## src/rtl/ax_skip_decider_if.sv

```systemverilog
// Request/decision bundle between the decode front end and ax_skip_decider.
// The master side drives requests, the level CSR and control; the slave side answers with decisions and stats.
interface ax_skip_decider_if #(
  parameter int LEVEL_WIDTH = 5,
  parameter int LANE_NUM    = 2,
  parameter int STAT_WIDTH  = 32
);
  logic                   levelWe;
  logic [LEVEL_WIDTH-1:0] levelIn;
  logic [LEVEL_WIDTH-1:0] level;
  logic                   stall;
  logic                   flush;
  logic [LANE_NUM-1:0]    reqValid;
  logic [LANE_NUM-1:0]    decValid;
  logic [LANE_NUM-1:0]    decSkip;
  logic                   statClear;
  logic [STAT_WIDTH-1:0]  statReqCount;
  logic [STAT_WIDTH-1:0]  statSkipCount;

  modport master (
    output levelWe, levelIn, stall, flush, reqValid, statClear,
    input  level, decValid, decSkip, statReqCount, statSkipCount
  );

  modport slave (
    input  levelWe, levelIn, stall, flush, reqValid, statClear,
    output level, decValid, decSkip, statReqCount, statSkipCount
  );
endinterface

```

## src/rtl/ax_skip_decider.sv

```systemverilog
// Per-lane approximate/skip decisions drawn from a Galois LFSR compared against a software level.
// Define RSD_AX_DECISION_STATS_EN to build the saturating request/skip statistics counters.
module ax_skip_decider #(
  parameter int                    LFSR_WIDTH  = 32,
  parameter logic [LFSR_WIDTH-1:0] LFSR_SEED   = 'h1010,
  parameter int                    LEVEL_WIDTH = 5,
  parameter int                    LANE_NUM    = 2,
  parameter int                    STAT_WIDTH  = 32
) (
  input logic clk,
  input logic rst,
  ax_skip_decider_if.slave bus
);

  // A zero seed would lock the LFSR, so it is replaced by 1.
  localparam logic [LFSR_WIDTH-1:0] SEED_EFF  =
    (LFSR_SEED == '0) ? LFSR_WIDTH'(1) : LFSR_SEED;
  localparam logic [LFSR_WIDTH-1:0] LFSR_MASK = LFSR_WIDTH'(32'h8020_0003);

  logic [LEVEL_WIDTH-1:0] level_q, level_d;
  logic [LFSR_WIDTH-1:0]  lfsr_q, lfsr_d;
  logic [LANE_NUM-1:0]    dec_valid_q, dec_valid_d;
  logic [LANE_NUM-1:0]    dec_skip_q, dec_skip_d;
  logic [LANE_NUM-1:0]    skip_vec;
  logic                   accept;

  always_comb begin
    skip_vec = '0;
    for (int i = 0; i < LANE_NUM; i++) begin
      skip_vec[i] = bus.reqValid[i] &
                    (lfsr_q[i*LEVEL_WIDTH +: LEVEL_WIDTH] < level_q);
    end
  end

  // A request set is consumed only when neither frozen nor killed.
  assign accept = !bus.stall && !bus.flush && (|bus.reqValid);

  always_comb begin
    level_d     = bus.levelWe ? bus.levelIn : level_q;
    lfsr_d      = lfsr_q;
    dec_valid_d = dec_valid_q;
    dec_skip_d  = dec_skip_q;
    if (accept) begin
      lfsr_d = {1'b0, lfsr_q[LFSR_WIDTH-1:1]} ^ (lfsr_q[0] ? LFSR_MASK : '0);
    end
    if (!bus.stall) begin
      if (bus.flush) begin
        dec_valid_d = '0;
        dec_skip_d  = '0;
      end else begin
        dec_valid_d = bus.reqValid;
        dec_skip_d  = skip_vec;
      end
    end
  end

  always_ff @(posedge clk or posedge rst) begin
    if (rst) begin
      level_q     <= '0;
      lfsr_q      <= SEED_EFF;
      dec_valid_q <= '0;
      dec_skip_q  <= '0;
    end else begin
      level_q     <= level_d;
      lfsr_q      <= lfsr_d;
      dec_valid_q <= dec_valid_d;
      dec_skip_q  <= dec_skip_d;
    end
  end

  assign bus.level    = level_q;
  assign bus.decValid = dec_valid_q;
  assign bus.decSkip  = dec_skip_q;

`ifdef RSD_AX_DECISION_STATS_EN
  localparam int POP_W = $clog2(LANE_NUM + 1);

  logic [STAT_WIDTH-1:0] stat_req_q, stat_req_d;
  logic [STAT_WIDTH-1:0] stat_skip_q, stat_skip_d;
  logic [POP_W-1:0]      req_pop, skip_pop;
  logic [STAT_WIDTH:0]   req_sum, skip_sum;
  logic                  stat_update;

  assign stat_update = !bus.stall && !bus.flush;

  // The extra sum bit is the carry that pins each counter at all-ones.
  always_comb begin
    req_pop  = '0;
    skip_pop = '0;
    for (int i = 0; i < LANE_NUM; i++) begin
      req_pop  = req_pop  + POP_W'(bus.reqValid[i]);
      skip_pop = skip_pop + POP_W'(skip_vec[i]);
    end
    req_sum     = {1'b0, stat_req_q}  + (STAT_WIDTH+1)'(req_pop);
    skip_sum    = {1'b0, stat_skip_q} + (STAT_WIDTH+1)'(skip_pop);
    stat_req_d  = stat_req_q;
    stat_skip_d = stat_skip_q;
    if (bus.statClear) begin
      stat_req_d  = '0;
      stat_skip_d = '0;
    end else if (stat_update) begin
      stat_req_d  = req_sum[STAT_WIDTH]  ? '1 : req_sum[STAT_WIDTH-1:0];
      stat_skip_d = skip_sum[STAT_WIDTH] ? '1 : skip_sum[STAT_WIDTH-1:0];
    end
  end

  always_ff @(posedge clk or posedge rst) begin
    if (rst) begin
      stat_req_q  <= '0;
      stat_skip_q <= '0;
    end else begin
      stat_req_q  <= stat_req_d;
      stat_skip_q <= stat_skip_d;
    end
  end

  assign bus.statReqCount  = stat_req_q;
  assign bus.statSkipCount = stat_skip_q;
`else
  logic unused_stat_clear;
  assign unused_stat_clear  = bus.statClear;
  assign bus.statReqCount   = '0;
  assign bus.statSkipCount  = '0;
`endif

endmodule

```

## src/flat_wrapper.sv

```systemverilog
// flat-port wrapper written by rule: the top's interface ports become plain ports
module ax_skip_decider_flat 
#(
  parameter int                    LFSR_WIDTH  = 32,
  parameter logic [LFSR_WIDTH-1:0] LFSR_SEED   = 'h1010,
  parameter int                    LEVEL_WIDTH = 5,
  parameter int                    LANE_NUM    = 2,
  parameter int                    STAT_WIDTH  = 32
)
  (clk, rst, bus_levelWe, bus_levelIn, bus_stall, bus_flush, bus_reqValid, bus_statClear, bus_level, bus_decValid, bus_decSkip, bus_statReqCount, bus_statSkipCount);
  ax_skip_decider_if #(.LEVEL_WIDTH(LEVEL_WIDTH), .LANE_NUM(LANE_NUM), .STAT_WIDTH(STAT_WIDTH)) bus_i ();
  input logic clk;
  input logic rst;
  input wire logic [$bits(bus_i.levelWe)-1:0] bus_levelWe;
  input wire logic [$bits(bus_i.levelIn)-1:0] bus_levelIn;
  input wire logic [$bits(bus_i.stall)-1:0] bus_stall;
  input wire logic [$bits(bus_i.flush)-1:0] bus_flush;
  input wire logic [$bits(bus_i.reqValid)-1:0] bus_reqValid;
  input wire logic [$bits(bus_i.statClear)-1:0] bus_statClear;
  output wire logic [$bits(bus_i.level)-1:0] bus_level;
  output wire logic [$bits(bus_i.decValid)-1:0] bus_decValid;
  output wire logic [$bits(bus_i.decSkip)-1:0] bus_decSkip;
  output wire logic [$bits(bus_i.statReqCount)-1:0] bus_statReqCount;
  output wire logic [$bits(bus_i.statSkipCount)-1:0] bus_statSkipCount;
  assign bus_i.levelWe = bus_levelWe;
  assign bus_i.levelIn = bus_levelIn;
  assign bus_i.stall = bus_stall;
  assign bus_i.flush = bus_flush;
  assign bus_i.reqValid = bus_reqValid;
  assign bus_i.statClear = bus_statClear;
  assign bus_level = bus_i.level;
  assign bus_decValid = bus_i.decValid;
  assign bus_decSkip = bus_i.decSkip;
  assign bus_statReqCount = bus_i.statReqCount;
  assign bus_statSkipCount = bus_i.statSkipCount;
  ax_skip_decider #(.LFSR_WIDTH(LFSR_WIDTH), .LFSR_SEED(LFSR_SEED), .LEVEL_WIDTH(LEVEL_WIDTH), .LANE_NUM(LANE_NUM), .STAT_WIDTH(STAT_WIDTH)) u_core (.clk(clk), .rst(rst), .bus(bus_i));
endmodule
```

## config.mk

```make
export PLATFORM = sky130hd
export DESIGN_NAME = ax_skip_decider_flat
export DESIGN_NICKNAME = d
export VERILOG_FILES = /design/src/rtl/ax_skip_decider_if.sv /design/src/rtl/ax_skip_decider.sv /design/src/flat_wrapper.sv
export SDC_FILE = /design/constraint.sdc
export NUM_CORES = 1
export LEC_CHECK = 0
export ABC_AREA = 1
export BUFFER_PORTS_ARGS = -buffer_cell sky130_fd_sc_hd__buf_4
export CORE_ASPECT_RATIO = 1.5
export CORE_MARGIN = 2
export CORE_UTILIZATION = 49
export CTS_CLUSTER_SIZE = 24
export DETAILED_ROUTE_END_ITERATION = 7
export PLACE_DENSITY = 0.88
export SKIP_CTS_REPAIR_TIMING = 1
export SYNTH_ARGS = -nofsm -noshare
export SYNTH_HDL_FRONTEND = slang
export SYNTH_SLANG_ARGS = --single-unit
```

## constraint.sdc

```tcl
create_clock -name clk -period 1.4 [get_ports clk]
set_input_delay 0.07 -clock clk [delete_from_list [all_inputs] [get_ports clk]]
set_output_delay 0.07 -clock clk [all_outputs]
set_load 0.02 [all_outputs]
```

==> impl_metrics.yaml <==
hold_path:
  min-delay-path-class: "in2reg"
  worst_hold_path.endpoint: "u_core.bus.level[3]$_DFFE_PP0P_"
  worstHoldStart: "bus_levelIn[3]"
  hold_path_depth: 3
place:
  placement.io_buffers: 20
  gpl.final_weighted_congestion: 0.780
  dp_hpwl_um: 2440
clocking:
  cts_tree: "built"
  tritoncts_num_sinks: 41
  clk_root_buffer_cell: "clkbuf_8"
  clock_path_buffers: 2
  clk_pin_slew_ps: 80
  cts.htree.levels: 2
  number_of_buffers_created_by_cts: 5
  clk_latency_ps: 300
power:
  power.share.clock_pct: 32.6
  power_density_nw_per_um2: 1420
  internal_power_consumption_mw: 2.39
  leakage_dissipation_nw: 1.43
  power_frac_seq_pct: 46.7
  p_sw_share_pct: 30.2
  power.ir.vdd_worst_mv: 0.720
  p_sw_mw: 1.04
  combPwrFrac_pct: 20.7
grt:
  global_route.usage.total_pct: 14.8
  grt_first_pass_wirelength_um: 5780
  grt.overflow.total: 0
  grt_max_degree: 42
  first_global_vias: 1375
  antenna_found_initial: 0
detailed_routing:
  avgViaCountPerCell: 4.41
  final_antenna_net_count: 0
  wirelength_um: 3440
  drt_iter0_drc: 63
  drt-pass1-iter-count: 4
  drt_drc_violations_left: 0
  routedWlPerCell_um: 9.79
  via_count: 1547
critical_path:
  critPathLaunchType: "register"
  worst_r2r_path_cells: 7
  worstReg2RegStart: "u_core.bus.level[4]$_DFFE_PP0P_"
  r2r-end: "u_core.bus.decSkip[0]$_DFFE_PP0N_"
  cp_max_fo: 3
  setup.reg_to_reg.worst_slack_ps: 180
  critical_path_required_ps: 1590
  arrival_ps: 1420
  criticalPathCategory: "reg2reg"
  cp-end-kind: "register"
sta:
  finalHoldViolCount: 2
  fin_setup_tns_ps: 0
  period_needed_ps: 1220
  unrepaired_setup_endpoints_after_global_routing: "no"
  final_max_slew_viol_count: 0
  post_route_clock_skew_ps: 6.17
  fin_worst_hold_slack_ps: -20.5
  layout_worst_path_cycle_share_pct: 87.3
  setup_violations: 0
  fmax_ghz: 0.818
floorplanning:
  initial_utilization_pct: 51.0
  fp.coreArea_um2: 4500
  die_h_um: 87.9
  fp.dieArea_um2: 5260
  dieWidth_um: 59.9
  placement_rows: 30
  design.portCount: 86
synthesis:
  synth.top_cells.by_area: "dfrtp_1 (42%), buf_4 (22%), nand2_1 (19%)"
  yosysWarningCount: 0
  mappedNetlistArea_um2: 2300
  syn_avg_cell_area_um2: 8.29
  ys_ff_latch: 41
  dominant_combinational_cell_family_by_area_after_synthesis: "buffers and inverters"
  yosys.area_share.xor_xnor_pct: 0.763
  proportion_of_synthesized_area_in_mux_cells_pct: 0.490
  netlist-cell-type-count: 19
  synth_fa_ha_area_share_pct: 4.36
  synth.top_cell.area_share_pct: 42.5
  sequential_area_share_after_synthesis_pct: 44.8
  post-synth-top-area-cell: "dfrtp_1"
  synth_simple_gate_area_share_pct: 21.7
  synthCells: 277
  synth-compound-area-share_pct: 1.96
final_layout:
  final_layout_size_suffix_gt1_share_pct: 12.2
  mostFrequentLayoutCell: "nand2_1"
  most_used_cells_in_the_layout_excluding_fill_and_tap_cells: "nand2_1 (119), conb_1 (64), dfrtp_1 (39), buf_4 (22), inv_1 (15)"
  final_core_utilization_pct: 53.5
  final_net_count: 323
  antenna_cells: 0
  flow.area_growth_from_synthesis_pct: 4.96
flow_run:
  max_cap_viol_count: 0
run_status:
  failing_checks: "negative hold slack"
  status: "finished, violations left"
-- state kept, by name (all words and copies together), names as in the netlist --
| name | count |
|---|---|
| u_core.bus.level | 5 |
| u_core.lfsr_q | 32 |
| u_core.bus.decSkip | 2 |
| u_core.bus.decValid | 2 |
-- kinds of logic after synthesis --
family / Yosys count
compound gates: 9
mux: 1
other cells: 1
fa+ha+maj: 8
buf+inv: 87
simple gates: 128
flops: 41
xor+xnor: 2
-- worst max path at each step --
| stage | startpoint | end | depth (start not counted) |
|---|---|---|---|
| 2_1_floorplan | u_core.bus.level[4]$_DFFE_PP0P_ | u_core.bus.decSkip[1]$_DFFE_PP0N_ | 7 |
| 3_3_place_gp | u_core.lfsr_q[4]$_DFFE_PP1P_ | u_core.bus.decSkip[0]$_DFFE_PP0N_ | 6 |
| 3_5_place_dp | u_core.lfsr_q[4]$_DFFE_PP1P_ | u_core.bus.decSkip[0]$_DFFE_PP0N_ | 6 |
| 4_1_cts | u_core.lfsr_q[4]$_DFFE_PP1P_ | u_core.bus.decSkip[0]$_DFFE_PP0N_ | 6 |
| 5_1_grt | u_core.bus.level[4]$_DFFE_PP0P_ | u_core.bus.decSkip[0]$_DFFE_PP0N_ | 7 |
| 6_report | u_core.bus.level[4]$_DFFE_PP0P_ | u_core.bus.decSkip[0]$_DFFE_PP0N_ | 7 |
-- worst max-delay path, cell delays in order, from the launching register on --
cell     delay [ps]
dfrtp_1         350
inv_1            70
ha_1            300
nand2_1          90
nor2_1          110
nand2_1          50
nand3_1          80
nand2_1          60
-- layout make-up --
type / count / area [µm²]
clock buffer: 5 / 68.8
clock inverter: 3 / 65.1
fill: 389 / 2090
inverter: 16 / 60.1
multi-input combinational: 212 / 913
sequential: 41 / 1030
tap: 48 / 60.1
timing repair buffer: 26 / 215
-- metrics by stage --
stage | hold WS [ps] | power (mW) | instances | setup WS (ps) | instance area (µm²)
3_3_place_gp | 226 | 2.29 | 340 | 228 | 2250
6_report | -20.5 | 3.43 | 351 | 178 | 2410
4_1_cts | -91.0 | 3.44 | 348 | 158 | 2380
2_1_floorplan | 183 | 2.28 | 340 | 163 | 2530
3_5_place_dp | 234 | 2.33 | 340 | 188 | 2250
5_1_grt | 3.55 | 3.65 | 351 | 75.6 | 2410
-- power groups by stage --
stage / registers, mW / clock network (mW) / logic, mW
floorplan: 1.62 / 0 / 0.665
global placement: 1.61 / 0 / 0.677
detailed placement: 1.62 / 0 / 0.704
CTS: 1.60 / 1.13 / 0.711
global route: 1.64 / 1.19 / 0.825
finish: 1.60 / 1.12 / 0.710
-- per-layer routing --
metal  vias to the layer above  wire length, µm  GRT usage [%]  share of wire, %
met4                         0               76           7.27               2.2
met5                         -                0              0                 0
li1                        754                -              -                 -
met1                       720             1370           15.6                40
met3                         7              233           4.87               6.8
met2                        66             1760           25.7                51
-- synthesized netlist by cell type --
master,instances
buf_2,2
buf_4,66
buf_6,2
clkbuf_1,1
conb_1,1
dfrtp_1,39
dfstp_2,2
ha_1,8
inv_1,15
inv_2,1
mux2_2,1
nand2_1,119
nand2_4,1
nand3_1,3
nor2_1,4
nor2_4,1
o21ai_0,8
o21ai_1,1
xnor2_1,2
(Power assumes the default switching activity.)
